File: src/rtl/rv_ctrl_pkg.sv
// Shared RV32I control encodings: opcodes, FSM states, instruction classes, pcSrc/aluOp codes.
// The HALT state exists only when ILLEGAL_TRAP_EN is defined.
package rv_ctrl_pkg;

    localparam logic [6:0] OpR    = 7'b0110011;
    localparam logic [6:0] OpI    = 7'b0010011;
    localparam logic [6:0] OpLd   = 7'b0000011;
    localparam logic [6:0] OpSt   = 7'b0100011;
    localparam logic [6:0] OpBr   = 7'b1100011;
    localparam logic [6:0] OpJal  = 7'b1101111;
    localparam logic [6:0] OpJalr = 7'b1100111;

    typedef enum logic [2:0] {
        StIdle,
        StFetch,
        StDecode,
        StExec,
        StMem,
        StWb,
        StFault
`ifdef ILLEGAL_TRAP_EN
        ,
        StHalt
`endif
    } state_e;

    typedef enum logic [2:0] {
        ClsR,
        ClsI,
        ClsLd,
        ClsSt,
        ClsBr,
        ClsJal,
        ClsJalr,
        ClsBad
    } class_e;

    localparam logic [1:0] PcPlus4  = 2'b00;
    localparam logic [1:0] PcBranch = 2'b01;
    localparam logic [1:0] PcJal    = 2'b10;
    localparam logic [1:0] PcJalr   = 2'b11;

    localparam logic [1:0] AluAdd   = 2'b00;
    localparam logic [1:0] AluCmp   = 2'b01;
    localparam logic [1:0] AluFunct = 2'b10;

    function automatic class_e decode_class(input logic [6:0] op);
        case (op)
            OpR:     return ClsR;
            OpI:     return ClsI;
            OpLd:    return ClsLd;
            OpSt:    return ClsSt;
            OpBr:    return ClsBr;
            OpJal:   return ClsJal;
            OpJalr:  return ClsJalr;
            default: return ClsBad;
        endcase
    endfunction

endpackage

File: src/rtl/mc_wait_timer.sv
// Memory-wait watchdog: counts cycles while enabled, flags expiry on the last allowed wait cycle.
// MEM_TIMEOUT = 0 disables expiry.
module mc_wait_timer #(
    parameter int unsigned MEM_TIMEOUT = 16,
    parameter int unsigned CNT_W       = 5
) (
    input  logic clk,
    input  logic rst_n,
    input  logic clr,
    input  logic en,
    output logic expire
);

    logic [CNT_W-1:0] cnt;

    always_ff @(posedge clk or negedge rst_n) begin
        if (!rst_n) begin
            cnt <= '0;
        end else if (clr) begin
            cnt <= '0;
        end else if (en) begin
            cnt <= cnt + 1'b1;
        end
    end

    generate
        if (MEM_TIMEOUT == 0) begin : g_no_watchdog
            assign expire = 1'b0;
        end else begin : g_watchdog
            localparam logic [CNT_W-1:0] Last = CNT_W'(MEM_TIMEOUT - 1);
            // Expire only when still waiting in the last allowed cycle; ready in that cycle wins.
            assign expire = en && (cnt == Last);
        end
    endgenerate

endmodule

File: src/rtl/multicycle_controller.sv
// Multi-cycle RV32I control FSM: FETCH/DECODE/EXEC/MEM/WB with memory watchdog and FAULT trap.
// Define ILLEGAL_TRAP_EN to trap unknown opcodes into HALT instead of retiring them as NOPs.
module multicycle_controller
    import rv_ctrl_pkg::*;
#(
    parameter int unsigned MEM_TIMEOUT = 16,
    parameter int unsigned CNT_W       = 5
) (
    input  logic       clk,
    input  logic       rst_n,
    input  logic [6:0] opcode,
    input  logic       branchTaken,
    input  logic       imemReady,
    input  logic       dmemReady,
    output logic       imemReq,
    output logic       dmemReq,
    output logic       memRead,
    output logic       memWrite,
    output logic       irWrite,
    output logic       pcWrite,
    output logic [1:0] pcSrc,
    output logic [1:0] aluOp,
    output logic       aluSrc,
    output logic       regWrite,
    output logic       memToReg,
    output logic       instRetired,
    output logic       busFault,
    output logic       illegalInst
);

    state_e state;
    class_e cls;
    class_e dec_cls;
    logic   bus_fault;
    logic   waiting;
    logic   expire;

    assign dec_cls = decode_class(opcode);

    always_comb begin
        waiting = 1'b0;
        if (state == StFetch) begin
            waiting = !imemReady;
        end else if (state == StMem) begin
            waiting = !dmemReady;
        end
    end

    // Counter runs only across consecutive wait cycles, so it is zero on every FETCH/MEM entry.
    mc_wait_timer #(
        .MEM_TIMEOUT(MEM_TIMEOUT),
        .CNT_W      (CNT_W)
    ) u_wait_timer (
        .clk   (clk),
        .rst_n (rst_n),
        .clr   (!waiting),
        .en    (waiting),
        .expire(expire)
    );

`ifdef ILLEGAL_TRAP_EN
    logic illegal_flag;
    assign illegalInst = illegal_flag;
`else
    assign illegalInst = 1'b0;
`endif
    assign busFault = bus_fault;

    always_ff @(posedge clk or negedge rst_n) begin
        if (!rst_n) begin
            state     <= StIdle;
            cls       <= ClsR;
            bus_fault <= 1'b0;
`ifdef ILLEGAL_TRAP_EN
            illegal_flag <= 1'b0;
`endif
        end else if (expire) begin
            state     <= StFault;
            bus_fault <= 1'b1;
        end else begin
            case (state)
                StIdle:   state <= StFetch;
                StFetch:  if (imemReady) state <= StDecode;
                StDecode: begin
                    cls <= dec_cls;
                    if (dec_cls == ClsBad) begin
`ifdef ILLEGAL_TRAP_EN
                        state        <= StHalt;
                        illegal_flag <= 1'b1;
`else
                        state <= StFetch;
`endif
                    end else begin
                        state <= StExec;
                    end
                end
                StExec: begin
                    case (cls)
                        ClsR, ClsI:   state <= StWb;
                        ClsLd, ClsSt: state <= StMem;
                        default:      state <= StFetch;
                    endcase
                end
                StMem:    if (dmemReady) state <= (cls == ClsLd) ? StWb : StFetch;
                StWb:     state <= StFetch;
                default:  state <= state;
            endcase
        end
    end

    always_comb begin
        imemReq     = 1'b0;
        dmemReq     = 1'b0;
        memRead     = 1'b0;
        memWrite    = 1'b0;
        irWrite     = 1'b0;
        pcWrite     = 1'b0;
        pcSrc       = PcPlus4;
        aluOp       = AluAdd;
        aluSrc      = 1'b0;
        regWrite    = 1'b0;
        memToReg    = 1'b0;
        instRetired = 1'b0;
        case (state)
            StFetch: begin
                imemReq = 1'b1;
                irWrite = imemReady;
                pcWrite = imemReady;
            end
            StDecode: begin
`ifndef ILLEGAL_TRAP_EN
                instRetired = (dec_cls == ClsBad);
`endif
            end
            StExec: begin
                case (cls)
                    ClsR:               aluOp = AluFunct;
                    ClsI, ClsLd, ClsSt: aluSrc = 1'b1;
                    ClsBr: begin
                        aluOp       = AluCmp;
                        pcWrite     = branchTaken;
                        pcSrc       = PcBranch;
                        instRetired = 1'b1;
                    end
                    ClsJal: begin
                        regWrite    = 1'b1;
                        pcWrite     = 1'b1;
                        pcSrc       = PcJal;
                        instRetired = 1'b1;
                    end
                    ClsJalr: begin
                        aluSrc      = 1'b1;
                        regWrite    = 1'b1;
                        pcWrite     = 1'b1;
                        pcSrc       = PcJalr;
                        instRetired = 1'b1;
                    end
                    default: ;
                endcase
            end
            StMem: begin
                dmemReq     = 1'b1;
                memRead     = (cls == ClsLd);
                memWrite    = (cls == ClsSt);
                aluSrc      = 1'b1;
                instRetired = dmemReady && (cls == ClsSt);
            end
            StWb: begin
                regWrite    = 1'b1;
                memToReg    = (cls == ClsLd);
                instRetired = 1'b1;
            end
            default: ;
        endcase
    end

endmodule

File: config.mk
export PLATFORM = sky130hd
export DESIGN_NAME = multicycle_controller
export DESIGN_NICKNAME = d
export VERILOG_FILES = /design/src/rtl/rv_ctrl_pkg.sv /design/src/rtl/mc_wait_timer.sv /design/src/rtl/multicycle_controller.sv
export SDC_FILE = /design/constraint.sdc
export NUM_CORES = 1
export LEC_CHECK = 0
export CORE_ASPECT_RATIO = 1.5
export CORE_UTILIZATION = 45
export DETAILED_ROUTE_END_ITERATION = 8
export PLACE_DENSITY = 0.77
export SLEW_MARGIN = 20
export SYNTH_ARGS = -nofsm -noshare
export SYNTH_HDL_FRONTEND = slang
export SYNTH_SLANG_ARGS = --single-unit
File: constraint.sdc
create_clock -name clk -period 2.1 [get_ports clk]
set_clock_uncertainty 0.15 [all_clocks]
set_input_delay 0.21 -clock clk [delete_from_list [all_inputs] [get_ports clk]]
set_output_delay 0.21 -clock clk [all_outputs]
set_load 0.1 [all_outputs]
After elaboration in Yosys (flattened, before gate mapping)
Cells that the tools add are included.
{ "classes": {"n_addsub": 1, "n_eq_ne": 22, "muxes": 29, "bitwise_logic": 1, "n_reduce_logical": 15} }
{ "ops": {"columns": ["op", "n"], "rows": [
  ["== test 7 bit, second input constant", 3],
  ["one-hot mux 3 bit (7 select lines)", 1],
  ["== test 3 bit, second input constant", 6],
  ["one-hot mux 3 bit (5 select lines)", 1],
  ["== test 7 x 6 -> 1 bit, second input constant", 2],
  ["== test 3 x 2 -> 1 bit, second input constant", 4],
  ["2-to-1 mux 3 bit", 4],
  ["2-to-1 mux 1 bit", 11],
  ["one-hot mux 1 bit (2 select lines)", 4],
  ["OR reduction 2 bit", 4],
  ["== test 7 x 2 -> 1 bit, second input constant", 1],
  ["== test 7 x 5 -> 1 bit, second input constant", 1],
  ["== test 3 x 1 -> 1 bit, second input constant", 2],
  ["zero test 3 bit", 2],
  ["2-to-1 mux 2 bit", 3],
  ["!= test 3 bit, second input constant", 2],
  ["one-hot mux 2 bit (3 select lines)", 1],
  ["one-hot mux 3 bit (2 select lines)", 1],
  ["nonzero test 6 bit", 1],
  ["adder 5 x 1 -> 5 bit, second input constant", 1],
  ["== test 5 x 4 -> 1 bit, second input constant", 1],
  ["2-to-1 mux 5 bit", 1],
  ["one-hot mux 1 bit (4 select lines)", 1],
  ["one-hot mux 2 bit (2 select lines)", 1],
  ["other kinds (7)", 9]
]} }
{ "totals": {"register_bits": 12, "input_bits": 12, "out_inout_bits": 16} }

Depth between registers and ports, before layout
Gate-level depths: netlist (run 1).
{ "logic_depth": {"depth_word": 6, "ltp_mapped": 6, "depth_no_buf": 6} }

By module
A second synthesis (run 1) with hierarchy kept.
{ "unflattened": {"hier_cells": 111, "hier_area_um2": 943.4} }
{ "by_module_without_submodules": {"columns": ["mod", "n_inst", "cells_per_inst", "area_per_inst_um2", "seq_area_each_um2"], "rows": [
  ["multicycle_controller", 1, 87, 658.1, 175.2],
  ["mc_wait_timer", 1, 24, 285.3, 125.1]
]} }

Least setup slack after synthesis (run 1)
Ideal clock, no wire load.
{ "synth_timing": {"path_type": "reg2out", "startpoint": "register state[2]", "endpoint": "output pcWrite", "arrival_time_ps": 3777, "t_required_ps": 1740, "slack_ps": -2037, "stages_incl_launch_ff": 6, "n_path_buf": 1, "cell_sequence": "dfrtp_1 buf_4 nand2b_1 nor2_1 and2_1 o21bai_1"} }
{ "synth_between": {"elab_chain_cells": 2, "elab_cells_between_ends": 3, "cone_classes": "eq/ne: 2; mux: 1"} }
{ "synth_rtl": {"columns": ["item", "line_no", "text"], "rows": [
  ["start, declared", "multicycle_controller.sv:31", "state_e state;"],
  ["start signal, assigned", "multicycle_controller.sv:71", "state <= StIdle;"],
  ["start signal, assigned", "multicycle_controller.sv:78", "state <= StFault;"],
  ["start signal, assigned", "multicycle_controller.sv:82", "StIdle: state <= StFetch;"],
  ["== test 3 x 2 -> 1 bit or == test 3 x 1 -> 1 bit (tied branches)", "multicycle_controller.sv:124", "case (state)"],
  ["one-hot mux 1 bit (2 select lines) (*)", "multicycle_controller.sv:124", null],
  ["end, declared", "multicycle_controller.sv:20", "output logic pcWrite,"]
]} }
Mark *: on every way between the ends. The rest lies on a longest branch, timed or not.

Worst setup path in the final report (run 1)
{ "layout_timing": {"startpoint": "register state[2]", "endpoint": "output instRetired"} }
{ "layout_between": {"elab_chain_cells": 2, "elab_cells_between_ends": 5, "cone_classes": "eq/ne: 4; mux: 1"} }
{ "layout_rtl": {"columns": ["item", "line_no", "text"], "rows": [
  ["== test 3 bit or == test 3 x 2 -> 1 bit (tied branches)", "multicycle_controller.sv:124", null],
  ["one-hot mux 1 bit (4 select lines) (*)", "multicycle_controller.sv:124", null],
  ["end, declared", "multicycle_controller.sv:26", "output logic instRetired,"]
]} }
Marked as above.

==> results of run 1 <==
==> power by group <==
group | internal, µW | leakage, µW | switching [µW]
clock | 66.1 | 0.0000138 | 65.8
combinational | 550 | 0.000452 | 987
sequential | 294 | 0.000149 | 100
==> kinds of logic (layout without fill, tap and decap cells) <==
group | after synthesis | after routing | share of synthesized area
and+or+nand+nor | 53 | 53 | 0.335
DFF | 12 | 12 | 0.342
other | 1 | 1 | 0.00427
xor gates and xnor gates | 4 | 4 | 0.0399
adders and majority gates | 2 | 2 | 0.0285
buffers and inverters | 13 | 42 | 0.0726
AOI/OAI and AO/OA | 23 | 23 | 0.178
==> worst max path at each step <==
| stage | startpoint | to | slack (ns) |
|---|---|---|---|
| 6_report | state[2]$_DFFE_PN0P_ | instRetired | 0.01 |
| 5_1_grt | state[2]$_DFFE_PN0P_ | instRetired | -0.05 |
| 4_1_cts | state[0]$_DFFE_PN0P_ | instRetired | 0.02 |
| 3_5_place_dp | opcode[3] | instRetired | 0.07 |
| 3_3_place_gp | opcode[3] | instRetired | 0.10 |
| 2_1_floorplan | state[1]$_DFFE_PN0P_ | instRetired | -0.52 |
==> critical path: stages, from the launching register on <==
cell and delay, ns:
dfrtp_1 0.41, or3b_4 0.46, nor3_4 0.21, a22oi_2 0.13
nand2_4 0.08, buf_12 0.17
==> placed cells by master (no fill, tap or decap), drive strengths merged, types with 4 or more instances in the layout <==
cell | Yosys | layout
buf | 5 | 23
clkdlybuf4s50 | 0 | 11
a21oi | 4 | 4
nand2 | 8 | 8
dfrtp | 12 | 12
nor2 | 17 | 17
o21ai | 7 | 7
inv | 5 | 5
nand2b | 4 | 4
nand3 | 4 | 4
==> registers in the layout, summed over array words and instances, names as in the netlist <==
| name | cells |
|---|---|
| u_wait_timer.cnt | 5 |
| state | 3 |
| busFault | 1 |
| cls | 3 |
==> through the flow <==
stage	utilization	hold WS, ns	power [µW]	area (µm²)	cells
6_report	0.785	0.136	2060	1440	158
5_1_grt	0.785	0.178	2180	1440	158
4_1_cts	0.782	0.155	2060	1430	158
3_5_place_dp	0.766	0.308	1910	1400	155
3_3_place_gp	0.766	0.288	1890	1400	155
2_1_floorplan	-	-0.236	1460	970	108
==> metal layers <==
metal	track usage	up-vias
met5	0	-
met1	0.320	449
li1	-	435
met4	0.0357	0
met3	0.0600	0
met2	0.421	31
==> what timing repair did <==
| item | 4_1_cts | 5_1_grt |
|---|---|---|
| endpoints found under the hold margin | 0 | 0 |
| resized for setup | 2 | 3 |
| endpoints found under the setup margin | 1 | 6 |
==> final cells by class <==
cell class                 count  area (µm²)
clock buffer                   3        22.5
fill                         139         393
inverter                       5        18.8
multi-input combinational     83         612
sequential                    12         300
tap                           21        26.3
timing repair buffer          34         458
==> results.json, run 1 <==
{
  "clock_sinks": 12,
  "syn_area_per_cell_um2": 8.13,
  "synth_fp_nets": 122,
  "run_status": "complete, no violations",
  "cp.required_ns": 1.74,
  "hold_violations": 0,
  "start_kind": "flip-flop",
  "synth-seq-cells": 12,
  "synth-edff-count": 0,
  "critPathCaptureType": "primary output",
  "setup_slack_ns": 0.0122,
  "synth.top_cell.area_share": 0.342,
  "yosysWarnings": 0,
  "synth.area.top_cells": "dfrtp_1 34%, nor2_1 7.3%, o21ai_0 3.4%",
  "ant_nets": 0,
  "area_delta_synth_final_pct": 63.7,
  "pin_count": 28,
  "max_freq_mhz": 479,
  "dr_total_vias": 915,
  "maxUsedRoutingLayer": "met3",
  "syn_inst": 108,
  "dp_hpwl_mm": 1.86,
  "worstMarginPinSlew_ns": 0.515,
  "core_area_um2": 1830,
  "crit_type": "flip-flop to primary output",
  "async_flop_share": 1.00,
  "first_global_vias": 913,
  "cts_root_buffer": "clkbuf_4",
  "first_iter_violations": 43,
  "htreeDepth": 1,
  "drt-met1-wl_um": 824,
  "reg2reg_depth": 6,
  "drv_cap": 0,
  "path_clk_slew_ns": 0.07,
  "io_buffers": 26,
  "cts_tree": "done",
  "routed_wl_mm": 2.25,
  "cts_hold_buf": 0,
  "track_usage": 0.250,
  "grt_overflow_total": 0,
  "timing.rr.start": "u_wait_timer.cnt[0]$_DFF_PN0_",
  "dr_wl_met2_mm": 1.34,
  "clkLatencyLatePin_ns": 0.26,
  "yosysUniqueCellTypes": 43,
  "rows": 19,
  "netlist_area_um2": 878,
  "grt_pass1_wl_mm": 3.97,
  "ir_worst_vdd_uv": 1580,
  "relSlewSlack": 0.656,
  "worst-path-max-fanout": 6,
  "power.leakage_uw": 0.000614,
  "die_h_um": 56.1,
  "yosys-top-cells-count": "17 x nor2_1, 12 x dfrtp_1, 8 x nand2_1, 6 x o21ai_0, 5 x inv_1",
  "post_cts_buffers": 0,
  "antenna_found_initial": 0,
  "drive_above_1_share": 0.336,
  "drt_pass1_iterations": 5,
  "finalCritPeriodShare": 0.994,
  "fin_tns_setup_ns": 0,
  "synth.yosys.seq_area_share": 0.342,
  "rsz0062_at_grt": "yes",
  "cts-buffers-inserted": 3,
  "final_max_slew_viol_count": 0,
  "start_util": 0.480,
  "hp-class": "input pin to asynchronous set/reset pin",
  "synth_top_area_cell": "dfrtp_1",
  "reg2reg_slack_ns": 0.32,
  "met3_wirelength_um": 90,
  "place.gp.congestion": 0.785,
  "arrival_ns": 1.73,
  "die_w_um": 38.1,
  "synth.most_common_cell": "nor2_1",
  "wl_per_cell_um": 14.2,
  "min_period_ns": 2.09,
  "num-nets-final": 153,
  "reg2reg_to": "state[1]$_DFFE_PN0P_",
  "die_area_um2": 2140,
  "clk_path_buf_depth": 2,
  "grt_max_degree": 13,
  "drc_errors": 0,
  "diodes": 0,
  "power_density_nw_per_um2": 1440,
  "synth_top_flop_cell": "dfrtp_1",
  "preCtsSetupSlack_ns": 0.0711,
  "setup_viol": 0,
  "viasPerCell": 5.79
}
Power figures use the tool's default switching activity.
==> run 2: changes to the inputs <==
--- a/config.mk
+++ b/config.mk
@@ -5,10 +5,12 @@
 export SDC_FILE = /design/constraint.sdc
 export NUM_CORES = 1
 export LEC_CHECK = 0
+export ABC_AREA = 0
 export CORE_ASPECT_RATIO = 1.5
 export CORE_UTILIZATION = 45
 export DETAILED_ROUTE_END_ITERATION = 8
 export PLACE_DENSITY = 0.77
+export SKIP_CTS_REPAIR_TIMING = 1
 export SLEW_MARGIN = 20
 export SYNTH_ARGS = -nofsm -noshare
 export SYNTH_HDL_FRONTEND = slang
==> run 2 against run 1 <==
  * Utilization is 0.55 points higher
  * Hold slack better by 0.0016 ns
  * Combinational power hardly changed
  * Highest routed layer unchanged
  * Non-clock buffer count is 1 higher
  * Critical path depth stayed put
  * Setup slack worse by 0.0036 ns
  * Die area stayed put
  * Sequential power hardly changed
  * Via count is 0.55% lower
  * Global-route usage is 0.078 points lower
  * Register-to-register slack hardly changed
  * Wire length is 1.1% higher
==> results.json, run 2 (same netlist as run 1, synthesis figures left out) <==
{
  "grt.met3_usage": 0.0520,
  "run_status": "complete, no violations",
  "antenna_found_initial": 0,
  "first_global_vias": 919,
  "worstMarginPinSlew_ns": 0.515,
  "clk_path_buf_depth": 2,
  "whs_ns": 0.138,
  "finalCritPeriodShare": 0.996,
  "clock_sinks": 12,
  "worst-path-max-fanout": 6,
  "power_density_nw_per_um2": 1440,
  "final_common_cell": "buf_12",
  "first_iter_violations": 42,
  "dp_cells": 155,
  "cts-buffers-inserted": 3,
  "arrival_ns": 1.73,
  "die_w_um": 38.1,
  "setup_slack_ns": 0.00858,
  "viasPerCell": 5.72,
  "start_kind": "flip-flop",
  "start_util": 0.480,
  "wl_per_cell_um": 14.3,
  "fill_cells": 138,
  "dp_hpwl_mm": 1.86,
  "track_usage": 0.249,
  "final_cell_mix": "14 x buf_12, 12 x nor2_1, 12 x dfrtp_1",
  "grt_overflow_total": 0,
  "final_max_slew_viol_count": 0,
  "clkLatencyLatePin_ns": 0.26,
  "routed_wl_mm": 2.27,
  "crit_type": "flip-flop to primary output",
  "relSlewSlack": 0.656,
  "num-nets-final": 154,
  "die_area_um2": 2140,
  "cts_root_buffer": "clkbuf_4",
  "die_h_um": 56.1,
  "cp.required_ns": 1.74,
  "max_freq_mhz": 478,
  "hold_violations": 0,
  "place.gp.congestion": 0.785,
  "pin_count": 28,
  "io_buffers": 26,
  "setup_viol": 0,
  "grt.met1_usage": 0.323,
  "cts_tree": "done",
  "grt_max_degree": 13,
  "busiest_layer": "met2",
  "final_cells": 159,
  "critPathCaptureType": "primary output",
  "grt_pass1_wl_mm": 3.97,
  "drive_above_1_share": 0.348,
  "htreeDepth": 1,
  "power.leakage_uw": 0.000619,
  "hp-class": "input pin to asynchronous set/reset pin",
  "area_delta_synth_final_pct": 64.8,
  "fin_tns_setup_ns": 0,
  "preCtsSetupSlack_ns": 0.0711,
  "drt_pass1_iterations": 6,
  "core_area_um2": 1830,
  "drv_cap": 0,
  "largest_register_ffs": 5,
  "ir_worst_vdd_uv": 1580,
  "drc_errors": 0,
  "diodes": 0,
  "ant_nets": 0,
  "largest-register": "u_wait_timer.cnt",
  "rows": 19,
  "path_clk_slew_ns": 0.07,
  "top_regs": "u_wait_timer.cnt: 5 flops, cls: 3 flops, state: 3 flops",
  "rsz0062_at_grt": "yes",
  "dr_total_vias": 910,
  "min_period_ns": 2.09,
  "use_met2": 0.421
}
run 2: final timing paths:
check                                              start                            end  slack, ns  cells after the start
min reg2reg                u_wait_timer.cnt[0]$_DFF_PN0_  u_wait_timer.cnt[0]$_DFF_PN0_       0.32                      1
max in group asynchronous                          rst_n             cls[2]$_DFFE_PN0P_       1.32                      1
min in group clk           u_wait_timer.cnt[0]$_DFF_PN0_  u_wait_timer.cnt[0]$_DFF_PN0_       0.32                      1
min                                                rst_n           state[1]$_DFFE_PN0P_       0.14                      1
max reg2reg                u_wait_timer.cnt[0]$_DFF_PN0_           state[1]$_DFFE_PN0P_       0.32                      6
max                                 state[2]$_DFFE_PN0P_                    instRetired      0.009                      5
run 2: critical path, stage by stage, from the launching register on:
cell and delay (ns):
dfrtp_1 0.41, or3b_4 0.46, nor3_4 0.21, a22oi_2 0.13, nand2_4 0.08, buf_12 0.17
run 2: area by class of cell:
cell class	count	area, µm²	share of cell area
Inverter	5	18.8	0.0130
Sequential cell	12	300	0.207
Tap cell	21	26.3	0.0182
Timing Repair Buffer	35	465	0.322
Clock buffer	3	22.5	0.0156
Multi-Input combinational cell	83	614	0.424
run 2: power breakdown:
| group | switching, µW | total, µW | internal (µW) |
|---|---|---|---|
| registers | 103 | 397 | 294 |
| logic | 993 | 1550 | 559 |
| clock network | 65.2 | 131 | 66.1 |
run 2: routing by layer:
metal,vias up,part of all wire
li1,439,-
met1,449,0.39
met3,0,0.026
met2,22,0.59
met5,-,0
met4,0,0
run 2: through the flow:
stage | cell area (µm²) | total power, µW | util
floorplan | 970 | 1460 | -
global placement | 1400 | 1890 | 0.766
detailed placement | 1400 | 1910 | 0.766
CTS | 1420 | 2050 | 0.778
global route | 1450 | 2190 | 0.791
finish | 1450 | 2080 | 0.791
==> run 3: changes to the inputs <==
--- a/config.mk
+++ b/config.mk
@@ -9,7 +9,7 @@
 export CORE_ASPECT_RATIO = 1.5
 export CORE_UTILIZATION = 45
 export DETAILED_ROUTE_END_ITERATION = 8
-export PLACE_DENSITY = 0.77
+export PLACE_DENSITY = 0.78
 export SKIP_CTS_REPAIR_TIMING = 1
 export SLEW_MARGIN = 20
 export SYNTH_ARGS = -nofsm -noshare
==> run 3 against run 2 <==
  * Utilization up 0.89 points
  * Setup slack worse by 0.0019 ns
  * Sequential share of layout area about the same
==> results.json, run 3 (same netlist as run 1, synthesis figures left out) <==
{
  "rsz0062_at_grt": "yes",
  "reg2reg_to": "state[0]$_DFFE_PN0P_",
  "drv_cap": 0,
  "seq_power_share": 0.203,
  "start_kind": "flip-flop",
  "track_usage": 0.255,
  "die_w_um": 38.1,
  "rows": 19,
  "first_iter_violations": 16,
  "cp.required_ns": 1.74,
  "final_max_slew_viol_count": 0,
  "final_common_cell": "nor2_1",
  "crit_type": "flip-flop to primary output",
  "path_clk_slew_ns": 0.07,
  "run_status": "complete, no violations",
  "preCtsSetupSlack_ns": 0.0650,
  "power_density_nw_per_um2": 1460,
  "timing.rr.start": "state[1]$_DFFE_PN0P_",
  "diodes": 0,
  "critPathLaunch": "state[0]$_DFFE_PN0P_",
  "pin_count": 28,
  "drt_pass1_iterations": 5,
  "dr_total_vias": 931,
  "cts_root_buffer": "clkbuf_4",
  "cts-buffers-inserted": 3,
  "hp-class": "input pin to asynchronous set/reset pin",
  "reg2reg_depth": 6,
  "drc_errors": 0,
  "antenna_found_initial": 0,
  "die_h_um": 56.1,
  "clkLatencyLatePin_ns": 0.27,
  "wl_per_cell_um": 15.1,
  "critPathCaptureType": "primary output",
  "finalCritPeriodShare": 0.997,
  "dp_cells": 152,
  "clk_path_buf_depth": 2,
  "final_cell_mix": "15 x nor2_1, 14 x buf_12, 12 x buf_4",
  "comb_power_share": 0.713,
  "total_power_uw": 2130,
  "switching_share": 0.543,
  "first_global_vias": 899,
  "grt_max_degree": 13,
  "power.leakage_uw": 0.000633,
  "p_clk_frac": 0.084,
  "largest_register_ffs": 5,
  "viasPerCell": 5.75,
  "drive_above_1_share": 0.340,
  "htreeDepth": 1,
  "relSlewSlack": 0.654,
  "place_area_um2": 1380,
  "top_regs": "u_wait_timer.cnt: 5 flops, cls: 3 flops, state: 3 flops",
  "crit_end": "instRetired",
  "clock_sinks": 12,
  "setup_slack_ns": 0.00668,
  "grt_pass1_wl_mm": 3.97,
  "reg2reg_slack_ns": 0.20,
  "fin_area_um2": 1460,
  "largest-register": "u_wait_timer.cnt",
  "intPower_uw": 974,
  "dp_hpwl_mm": 1.86,
  "routed_wl_mm": 2.44,
  "min_period_ns": 2.09,
  "place.gp.congestion": 0.861,
  "io_buffers": 26,
  "num-nets-final": 156,
  "ir_worst_vdd_uv": 1070,
  "p_sw_uw": 1160,
  "die_area_um2": 2140,
  "worst-path-max-fanout": 5,
  "hold_violations": 0,
  "ant_nets": 0,
  "final_cells": 162,
  "worstMarginPinSlew_ns": 0.517,
  "fin_tns_setup_ns": 0,
  "area_delta_synth_final_pct": 66.7,
  "setup_viol": 0,
  "core_area_um2": 1830,
  "start_util": 0.480,
  "arrival_ns": 1.73,
  "cts_tree": "done",
  "max_freq_mhz": 478,
  "grt_overflow_total": 0
}
## run 3: stage by stage
stage | util | hold slack [ns]
after global placement | 0.753 | 0.298
after detailed placement | 0.753 | 0.297
after global routing | 0.800 | 0.176
final | 0.800 | 0.130
after floorplan | - | -0.236
after CTS | 0.773 | 0.143
## run 3: power groups by stage
stage | Clock (µW) | Sequential (µW) | Combinational (µW)
after detailed placement | 0 | 439 | 1430
final | 179 | 433 | 1520
after CTS | 184 | 435 | 1430
after global placement | 0 | 434 | 1410
after floorplan | 0 | 350 | 1110
after global routing | 193 | 448 | 1600
## run 3: worst max-delay path, cell delays in order (launching register included)
cell and delay [ns]:
dfrtp_2 0.43, or3b_4 0.45, nor3_4 0.21, a22oi_2 0.12
nand2_4 0.08, buf_12 0.17
## run 3: how the worst min path moves through the flow
| stage | from | endpoint | slack [ns] | cells after the start |
|---|---|---|---|---|
| 6_report | rst_n | u_wait_timer.cnt[2]$_DFF_PN0_ | 0.13 | 1 |
| 5_1_grt | rst_n | u_wait_timer.cnt[2]$_DFF_PN0_ | 0.18 | 1 |
| 4_1_cts | rst_n | u_wait_timer.cnt[4]$_DFF_PN0_ | 0.14 | 1 |
| 3_5_place_dp | busFault$_DFFE_PN0P_ | busFault$_DFFE_PN0P_ | 0.30 | 1 |
| 3_3_place_gp | u_wait_timer.cnt[0]$_DFF_PN0_ | u_wait_timer.cnt[0]$_DFF_PN0_ | 0.30 | 1 |
| 2_1_floorplan | rst_n | busFault$_DFFE_PN0P_ | -0.24 | 0 |
## run 3: layer usage
| metal | track usage | part of all wire | vias up |
|---|---|---|---|
| li1 | - | - | 442 |
| met1 | 0.306 | 0.36 | 444 |
| met2 | 0.443 | 0.58 | 43 |
| met3 | 0.0320 | 0.042 | 2 |
| met4 | 0.0816 | 0.011 | 0 |
| met5 | 0 | 0 | - |
## run 3: layout make-up
cell class,instances,area [µm²]
multi-input combinational,83,598
timing repair buffer,37,480
fill,102,367
sequential,12,304
clock buffer,4,36.3
tap,21,26.3
inverter,5,18.8
